[config.mk]
export PLATFORM = sky130hd
export DESIGN_NAME = ps2_host_transmitter
export DESIGN_NICKNAME = d
export VERILOG_FILES = /design/src/rtl/ps2_host_transmitter.sv
export SDC_FILE = /design/constraint.sdc
export NUM_CORES = 1
export LEC_CHECK = 0
export BUFFER_PORTS_ARGS = -buffer_cell sky130_fd_sc_hd__clkbuf_2
export CAP_MARGIN = 10
export CORE_MARGIN = 1
export CORE_UTILIZATION = 60
export CTS_CLUSTER_DIAMETER = 100
export CTS_CLUSTER_SIZE = 12
export DETAILED_ROUTE_END_ITERATION = 10
export HOLD_SLACK_MARGIN = 0.08
export PLACE_DENSITY = 0.79
export SYNTH_ARGS = -nofsm -noshare
export SYNTH_HDL_FRONTEND = slang
export SYNTH_SLANG_ARGS = --single-unit
[constraint.sdc]
create_clock -name clock -period 2.53 [get_ports clock]
set_input_delay 0.253 -clock clock [delete_from_list [all_inputs] [get_ports clock]]
set_output_delay 0.253 -clock clock [all_outputs]
set_load 0.1 [all_outputs]
[src/rtl/ps2_host_transmitter.sv]
// PS/2 host-to-device command transmitter: inhibit, request-to-send, frame shift-out on
// device clock falling edges, ACK check, with a per-edge watchdog.
module ps2_host_transmitter #(
  parameter int INHIBIT_CYCLES = 5000,
  parameter int TIMEOUT_CYCLES = 750000
) (
  input  logic       clock,
  input  logic       reset,
  input  logic [7:0] cmd_data,
  input  logic       cmd_valid,
  output logic       cmd_ready,
  output logic       busy,
  output logic       done,
  output logic       ack_error,
  input  logic       ps2_clk_in,
  input  logic       ps2_data_in,
  output logic       ps2_clk_drive_low,
  output logic       ps2_data_drive_low,
  output logic [2:0] dbg_state
);

  localparam int INH_W = $clog2(INHIBIT_CYCLES + 1);
  localparam int TO_W  = $clog2(TIMEOUT_CYCLES + 1);
  localparam logic [INH_W-1:0] INH_LAST = INH_W'(INHIBIT_CYCLES - 1);
  localparam logic [TO_W-1:0]  TO_LAST  = TO_W'(TIMEOUT_CYCLES - 1);

  typedef enum logic [2:0] {
    S_IDLE      = 3'd0,
    S_INHIBIT   = 3'd1,
    S_RTS       = 3'd2,
    S_SEND      = 3'd3,
    S_ACK       = 3'd4,
    S_WAIT_IDLE = 3'd5
  } state_t;

  state_t r_state;
  state_t w_next_state;

  logic r_clk_meta, r_clk_sync, r_clk_prev;
  logic r_data_meta, r_data_sync;

  logic [9:0]       r_shift;
  logic [3:0]       r_bit_cnt;
  logic             r_data_low;
  logic             r_nack;
  logic [INH_W-1:0] r_inh_cnt;
  logic [TO_W-1:0]  r_to_cnt;

  logic w_clk_fall;
  logic w_inh_last;
  logic w_timing;
  logic w_timeout;
  logic w_bus_idle;

  // Synchronisers reset to the idle bus level so reset release never looks like an edge.
  always_ff @(posedge clock or posedge reset) begin
    if (reset) begin
      r_clk_meta  <= 1'b1;
      r_clk_sync  <= 1'b1;
      r_clk_prev  <= 1'b1;
      r_data_meta <= 1'b1;
      r_data_sync <= 1'b1;
    end else begin
      r_clk_meta  <= ps2_clk_in;
      r_clk_sync  <= r_clk_meta;
      r_clk_prev  <= r_clk_sync;
      r_data_meta <= ps2_data_in;
      r_data_sync <= r_data_meta;
    end
  end

  assign w_clk_fall = r_clk_prev & ~r_clk_sync;
  assign w_inh_last = (r_inh_cnt == INH_LAST);
  assign w_timing   = (r_state == S_SEND) || (r_state == S_ACK) || (r_state == S_WAIT_IDLE);
  // A device edge in the same cycle as expiry restarts the watchdog instead.
  assign w_timeout  = w_timing && !w_clk_fall && (r_to_cnt == TO_LAST);
  assign w_bus_idle = r_clk_sync & r_data_sync;

  always_ff @(posedge clock or posedge reset) begin
    if (reset) r_state <= S_IDLE;
    else       r_state <= w_next_state;
  end

  always_comb begin
    w_next_state = r_state;
    case (r_state)
      S_IDLE:      if (cmd_valid) w_next_state = S_INHIBIT;
      S_INHIBIT:   if (w_inh_last) w_next_state = S_RTS;
      S_RTS:       w_next_state = S_SEND;
      S_SEND: begin
        if (w_timeout)                             w_next_state = S_IDLE;
        else if (w_clk_fall && r_bit_cnt == 4'd9)  w_next_state = S_ACK;
      end
      S_ACK: begin
        if (w_timeout)       w_next_state = S_IDLE;
        else if (w_clk_fall) w_next_state = S_WAIT_IDLE;
      end
      S_WAIT_IDLE: if (w_timeout || w_bus_idle) w_next_state = S_IDLE;
      default:     w_next_state = S_IDLE;
    endcase
  end

  always_ff @(posedge clock or posedge reset) begin
    if (reset) begin
      r_shift    <= '0;
      r_bit_cnt  <= '0;
      r_data_low <= 1'b0;
      r_nack     <= 1'b0;
      r_inh_cnt  <= '0;
      r_to_cnt   <= '0;
    end else begin
      case (r_state)
        S_IDLE: begin
          r_bit_cnt  <= '0;
          r_data_low <= 1'b0;
          r_nack     <= 1'b0;
          r_inh_cnt  <= '0;
          r_to_cnt   <= '0;
          if (cmd_valid) r_shift <= {1'b1, ~^cmd_data, cmd_data};
        end
        S_INHIBIT: if (!w_inh_last) r_inh_cnt <= r_inh_cnt + INH_W'(1);
        S_RTS: begin
          r_data_low <= 1'b1;
          r_to_cnt   <= '0;
        end
        S_SEND: begin
          if (w_clk_fall) begin
            r_data_low <= ~r_shift[0];
            r_shift    <= {1'b0, r_shift[9:1]};
            r_bit_cnt  <= r_bit_cnt + 4'd1;
            r_to_cnt   <= '0;
          end else if (!w_timeout) begin
            r_to_cnt   <= r_to_cnt + TO_W'(1);
          end
        end
        S_ACK: begin
          if (w_clk_fall) begin
            r_nack    <= r_data_sync;
            r_bit_cnt <= r_bit_cnt + 4'd1;
            r_to_cnt  <= '0;
          end else if (!w_timeout) begin
            r_to_cnt  <= r_to_cnt + TO_W'(1);
          end
        end
        S_WAIT_IDLE: if (!w_timeout) r_to_cnt <= r_to_cnt + TO_W'(1);
        default: ;
      endcase
    end
  end

  // Command handshake: cmd_data is taken on the cycle where cmd_valid && cmd_ready; no queuing.
  always_comb begin
    cmd_ready          = (r_state == S_IDLE);
    busy               = (r_state != S_IDLE);
    ps2_clk_drive_low  = (r_state == S_INHIBIT) || (r_state == S_RTS);
    ps2_data_drive_low = ((r_state == S_INHIBIT) && w_inh_last) || (r_state == S_RTS) ||
                         ((r_state == S_SEND) && r_data_low && !w_timeout);
    done               = w_timeout || ((r_state == S_WAIT_IDLE) && w_bus_idle);
    ack_error          = w_timeout || ((r_state == S_WAIT_IDLE) && w_bus_idle && r_nack);
    dbg_state          = r_state;
  end

endmodule

Word-level counts from Yosys, hierarchy flattened
Cells that the tools add are included.

Add/subtract/negate cells: 3. Equal/unequal tests: 17. Multiplexer cells: 22. Bitwise gates (word level): 4. Reduce and logical (&&, ||, !) cells: 35.

Operator list (count): $pmux 20 s3 (1); $mux 20 (2); $pmux 13 s2 (1); $mux 3 (7); $add 20x1->20 const B (1); $eq 20x20->1 const B (1); $mux 10 (2); $pmux 10 s2 (1); $pmux 3 s6 (1); $add 13x1->13 const B (1); $eq 13x13->1 const B (1); $mux 13 (1); $ne 2x2->1 const B (6); $reduce_bool 3->1 (3); $logic_and 1x1->1 (8); $logic_or 1x1->1 (8); $pmux 4 s2 (1); $reduce_and 2->1 (4); $reduce_bool 2->1 (4); $reduce_xnor 8->1 (1); $eq 3x2->1 const B (2); $eq 3x3->1 const B (2); $reduce_and 5->1 (1); $add 4x1->4 const B (1); 15 further kinds (20).

Register bits after elaboration: 57. Input bits: 13. Output and inout bits: 9.

Depth between registers and ports, before layout
Depth after elaboration: 8. Mapped depth: 8. Depth with buffers taken out: 7.

Worst setup path after synthesis
OpenSTA, ideal clock, no wires.

Path kind: register -> output. Start: reg r_state[1], in the netlist dbg_state[1]. End: out ps2_data_drive_low. Arrival: 4.039 ns. Slack: -1.762 ns. Stages on the path, launching flop included: 7. Cells stage by stage: dfrtp_1 buf_6 clkbuf_1 xnor2_1 nor2_1 nand2b_1 o21ai_0.

Cells in the longest elaborated chain, start to end: 8.

Ends and longest elaborated chain: from (decl) (line 36) `state_t r_state;`; from (signal assigned) (line 81) `else r_state <= w_next_state;`; $eq 3x2->1 or $eq 3x3->1 (tied branches) (line 74, 157); $logic_or 1x1->1 (2 in series) (line 74) `assign w_timing = (r_state == S_SEND) || (r_state == S_ACK) || (r_state == S_WAIT_IDLE);`; $logic_and 1x1->1 (2 in series) (line 76) `assign w_timeout = w_timing && !w_clk_fall && (r_to_cnt == TO_LAST);`; $logic_not 1->1 (line 157) `((r_state == S_SEND) && r_data_low && !w_timeout);`; $logic_and 1x1->1 (line 157); $logic_or 1x1->1 (*) (line 156) `ps2_data_drive_low = ((r_state == S_INHIBIT) && w_inh_last) || (r_state == S_RTS) ||`; to (decl) (line 18) `output logic ps2_data_drive_low,`.

Every way passes the cells marked *; elsewhere a longest branch is shown, timed or not.

Final worst setup path
Start: reg r_to_cnt[0]. End: out ack_error.

Cells in the longest elaborated chain, start to end: 3.

Ends and longest elaborated chain: from (decl) (line 47) `logic [TO_W-1:0] r_to_cnt;`; from (signal assigned) (line 133) `r_to_cnt <= r_to_cnt + TO_W'(1);`; from (signal assigned) (line 142) `r_to_cnt <= r_to_cnt + TO_W'(1);`; from (signal assigned) (line 145) `S_WAIT_IDLE: if (!w_timeout) r_to_cnt <= r_to_cnt + TO_W'(1);`; $eq 20x20->1 (line 76); $logic_and 1x1->1 (line 76); $logic_or 1x1->1 (line 159) `ack_error = w_timeout || ((r_state == S_WAIT_IDLE) && w_bus_idle && r_nack);`; to (decl) (line 14) `output logic ack_error,`.

No other way between the ends.

==> run metrics <==
slew at the pin closest to its max-slew limit=1.14 ns; Cell Pwr Density=1100 nW/µm²; CTS HTree Levels=3; clock slew at reported path FFs=0.07 ns; Syn Nets=344; status=finished clean; # setup viols final=0; post-layout net count=382; Top FF cell, synth=dfrtp_1; RR Endpoint=r_shift[8]; cell row count=26; critical path class=reg -> out; RSZ-0062 raised after global routing=no; Seq/Total Area, Yosys=44.3%; vias in the first global route=2,347; Final Util=74.2%; dpl hpwl=4.55 mm; Max Cap Violations=0; Fmax achieved=418 MHz; Lkg Pwr=1.77 nW; hold endpoint=r_shift[1]; Initial Util=62.9%; Core Area=5140 µm²; WP data arrival=2.14 ns; drc violations=0; I/O Buffers=21; Total GRT Usage=25.2%; Worst Setup SP=r_to_cnt[0]; VDD IR-drop max=1.16 mV; gpl congestion=0.820; most frequent cells in the layout=49 x dfrtp_1, 32 x nand2_1, 26 x nor2_1; share of synthesized registers carrying an async set or reset=100%; initial antenna violation count=0; Max transition margin=24.3%; clock latency at the later pin of the worst-skew pair=0.34 ns; Final Hold Vio Count=0; Reg2Reg Setup Slack=0.37 ns; Die Y=75.4 µm; Seq cells post-synth=57; Avg Synthesized Cell Area=9.88 µm²; number of I/O pins=22; clock skew=0.00627 ns; DR pass1 iterations=4; Clock Tree Buf Depth=2; min Tclk post-route=2.39 ns; DRT iter0 DRCs=165; first-pass GRT wire length=10.6 mm; EDFF count, synth=0; vias=2,572; Die Wd=75.4 µm; Ys Warns=0; Setup crit start kind=register; CTS buffer count=9; Synth cell types=65; CTS root buffer=clkbuf_8; post-DR vias/cell=5.85; Total Routed Length=6.59 mm; DP Cell Count=420; routed len/inst=15.0 µm; fin crit share=94.6%; Crit path required time=2.28 ns; Worst R2R Path Depth=4; synthesized instance count=327; element type at the critical path end=output pin; area grow syn2layout=18.1%; min-delay worst type=in -> reg; ANT cells=0; Fillers=380; Die Area=5680 µm²; Antenna Nets Post-Route=0; total congestion overflow=0; R2R Path Start=r_clk_sync; hold_sp=cmd_data[1]; TritonCTS clock tree=done; CP max FO=5; clk sink count=57; worst hold stages=3; layout cells sized above 1=24.9%; fin. max-slew vios=0; most common cell after layout, fill and taps aside=dfrtp_1; Final Non-Filler Cells=440; largest net degree at the start of global routing=58; post-synthesis cell area=3230 µm²
==> critical path: stages, from the launching register on <==
cell and delay [ns]:
dfrtp_1 0.41, ha_1 0.22, and4_4 0.27, nand3_1 0.13, nor4_4 0.26, o21bai_4 0.19, o21a_4 0.16, buf_12 0.16
==> registers in the layout, summed over array words and instances (netlist names) <==
signal	count
r_to_cnt	20
r_inh_cnt	13
r_shift	10
r_bit_cnt	4
dbg_state	3
r_clk_meta	1
r_clk_prev	1
r_clk_sync	1
r_data_low	1
r_data_meta	1
r_data_sync	1
r_nack	1
==> final cells by class <==
class	instances	area (µm²)	area share (%)
repair buffers	40	313	8.20
well taps	70	87.6	2.30
clock buffers	11	151	3.97
clock inverters	5	77.6	2.03
inverters	8	30.0	0.787
flip-flops and latches	57	1440	37.6
multi-input cells	249	1720	45.1
==> metrics by stage <==
| stage | instance area [µm²] | setup TNS [ns] | power, mW | hold slack [ns] | worst slack (ns) |
|---|---|---|---|---|---|
| floorplan | 3270 | -0.112 | 2.80 | 0.257 | -0.112 |
| global placement | 3540 | 0 | 3.17 | 0.314 | 0.505 |
| detailed placement | 3540 | 0 | 3.20 | 0.312 | 0.414 |
| CTS | 3790 | 0 | 4.19 | 0.227 | 0.0878 |
| global route | 3820 | 0 | 4.44 | 0.255 | 0.0161 |
| finish | 3820 | 0 | 4.20 | 0.232 | 0.137 |
==> cell families (layout without fill, tap and decap cells) <==
| logic type | count (synthesis) | after routing | share of synthesized area, % |
|---|---|---|---|
| simple gates | 147 | 147 | 27.2 |
| compound gates | 59 | 59 | 12.0 |
| flops | 57 | 57 | 44.3 |
| xor+xnor | 27 | 27 | 7.32 |
| buf+inv | 21 | 64 | 3.87 |
| mux | 12 | 12 | 3.76 |
| fa+ha+maj | 4 | 4 | 1.55 |
==> per-layer routing <==
layer  vias to the layer above  routed length [µm]  share of wire, %  GRT usage (%)
met1                      1247                3020                46           33.0
met5                         -                   0                 0              0
met4                         0                 146               2.2           13.0
met3                        15                 284               4.3           6.48
met2                        61                3130                48           38.8
li1                       1249                   -                 -              -
==> report_power, final <==
part / switching [mW] / internal (mW) / total [mW]
logic: 1.33 / 0.647 / 1.98
registers: 0.166 / 1.08 / 1.25
clock network: 0.364 / 0.604 / 0.968
total: 1.86 / 2.34 / 4.20
==> Yosys cell counts (all sizes together) (2+ instances only) <==
cell	n	area, µm²
a31oi	2	12.5
o21ai	24	120
nor4	4	40.0
dfrtp	52	1300
o21a	2	15.0
a21oi	13	68.8
nand3	16	95.1
and3	7	48.8
nor3	6	30.0
o211ai	4	30.0
nor2b	3	18.8
ha	4	50.1
xnor2	13	114
nand2	34	130
and4	4	36.3
o21bai	2	15.0
nand4	12	96.3
o22ai	2	12.5
nor2	28	108
buf	10	83.8
or2	2	12.5
xor2	14	123
inv	8	30.0
or3b	2	20.0
or4	4	30.0
nor4b	3	32.5
or3	6	37.5
dfstp	5	131
nand2b	4	32.5
clkbuf	3	11.3
and2	6	40.0
a221oi	2	17.5
mux2i	11	110
==> how the worst max path moves through the flow <==
stage	end	slack, ns	depth (start not counted)
final	ack_error	0.14	7
after floorplan	ps2_data_drive_low	-0.11	6
after global routing	ack_error	0.02	7
after detailed placement	r_shift[8]	0.41	4
after global placement	r_to_cnt[1]	0.51	6
after CTS	ack_error	0.09	7
==> timing repair <==
item / CTS / global route
setup buffers: 0 / 1
endpoints found under the hold margin: 54 / 0
resized for setup: 0 / 3
hold buffers: 3 / 0
setup endpoints to repair: 0 / 2
No activity file was read; power rests on OpenSTA's default activity.
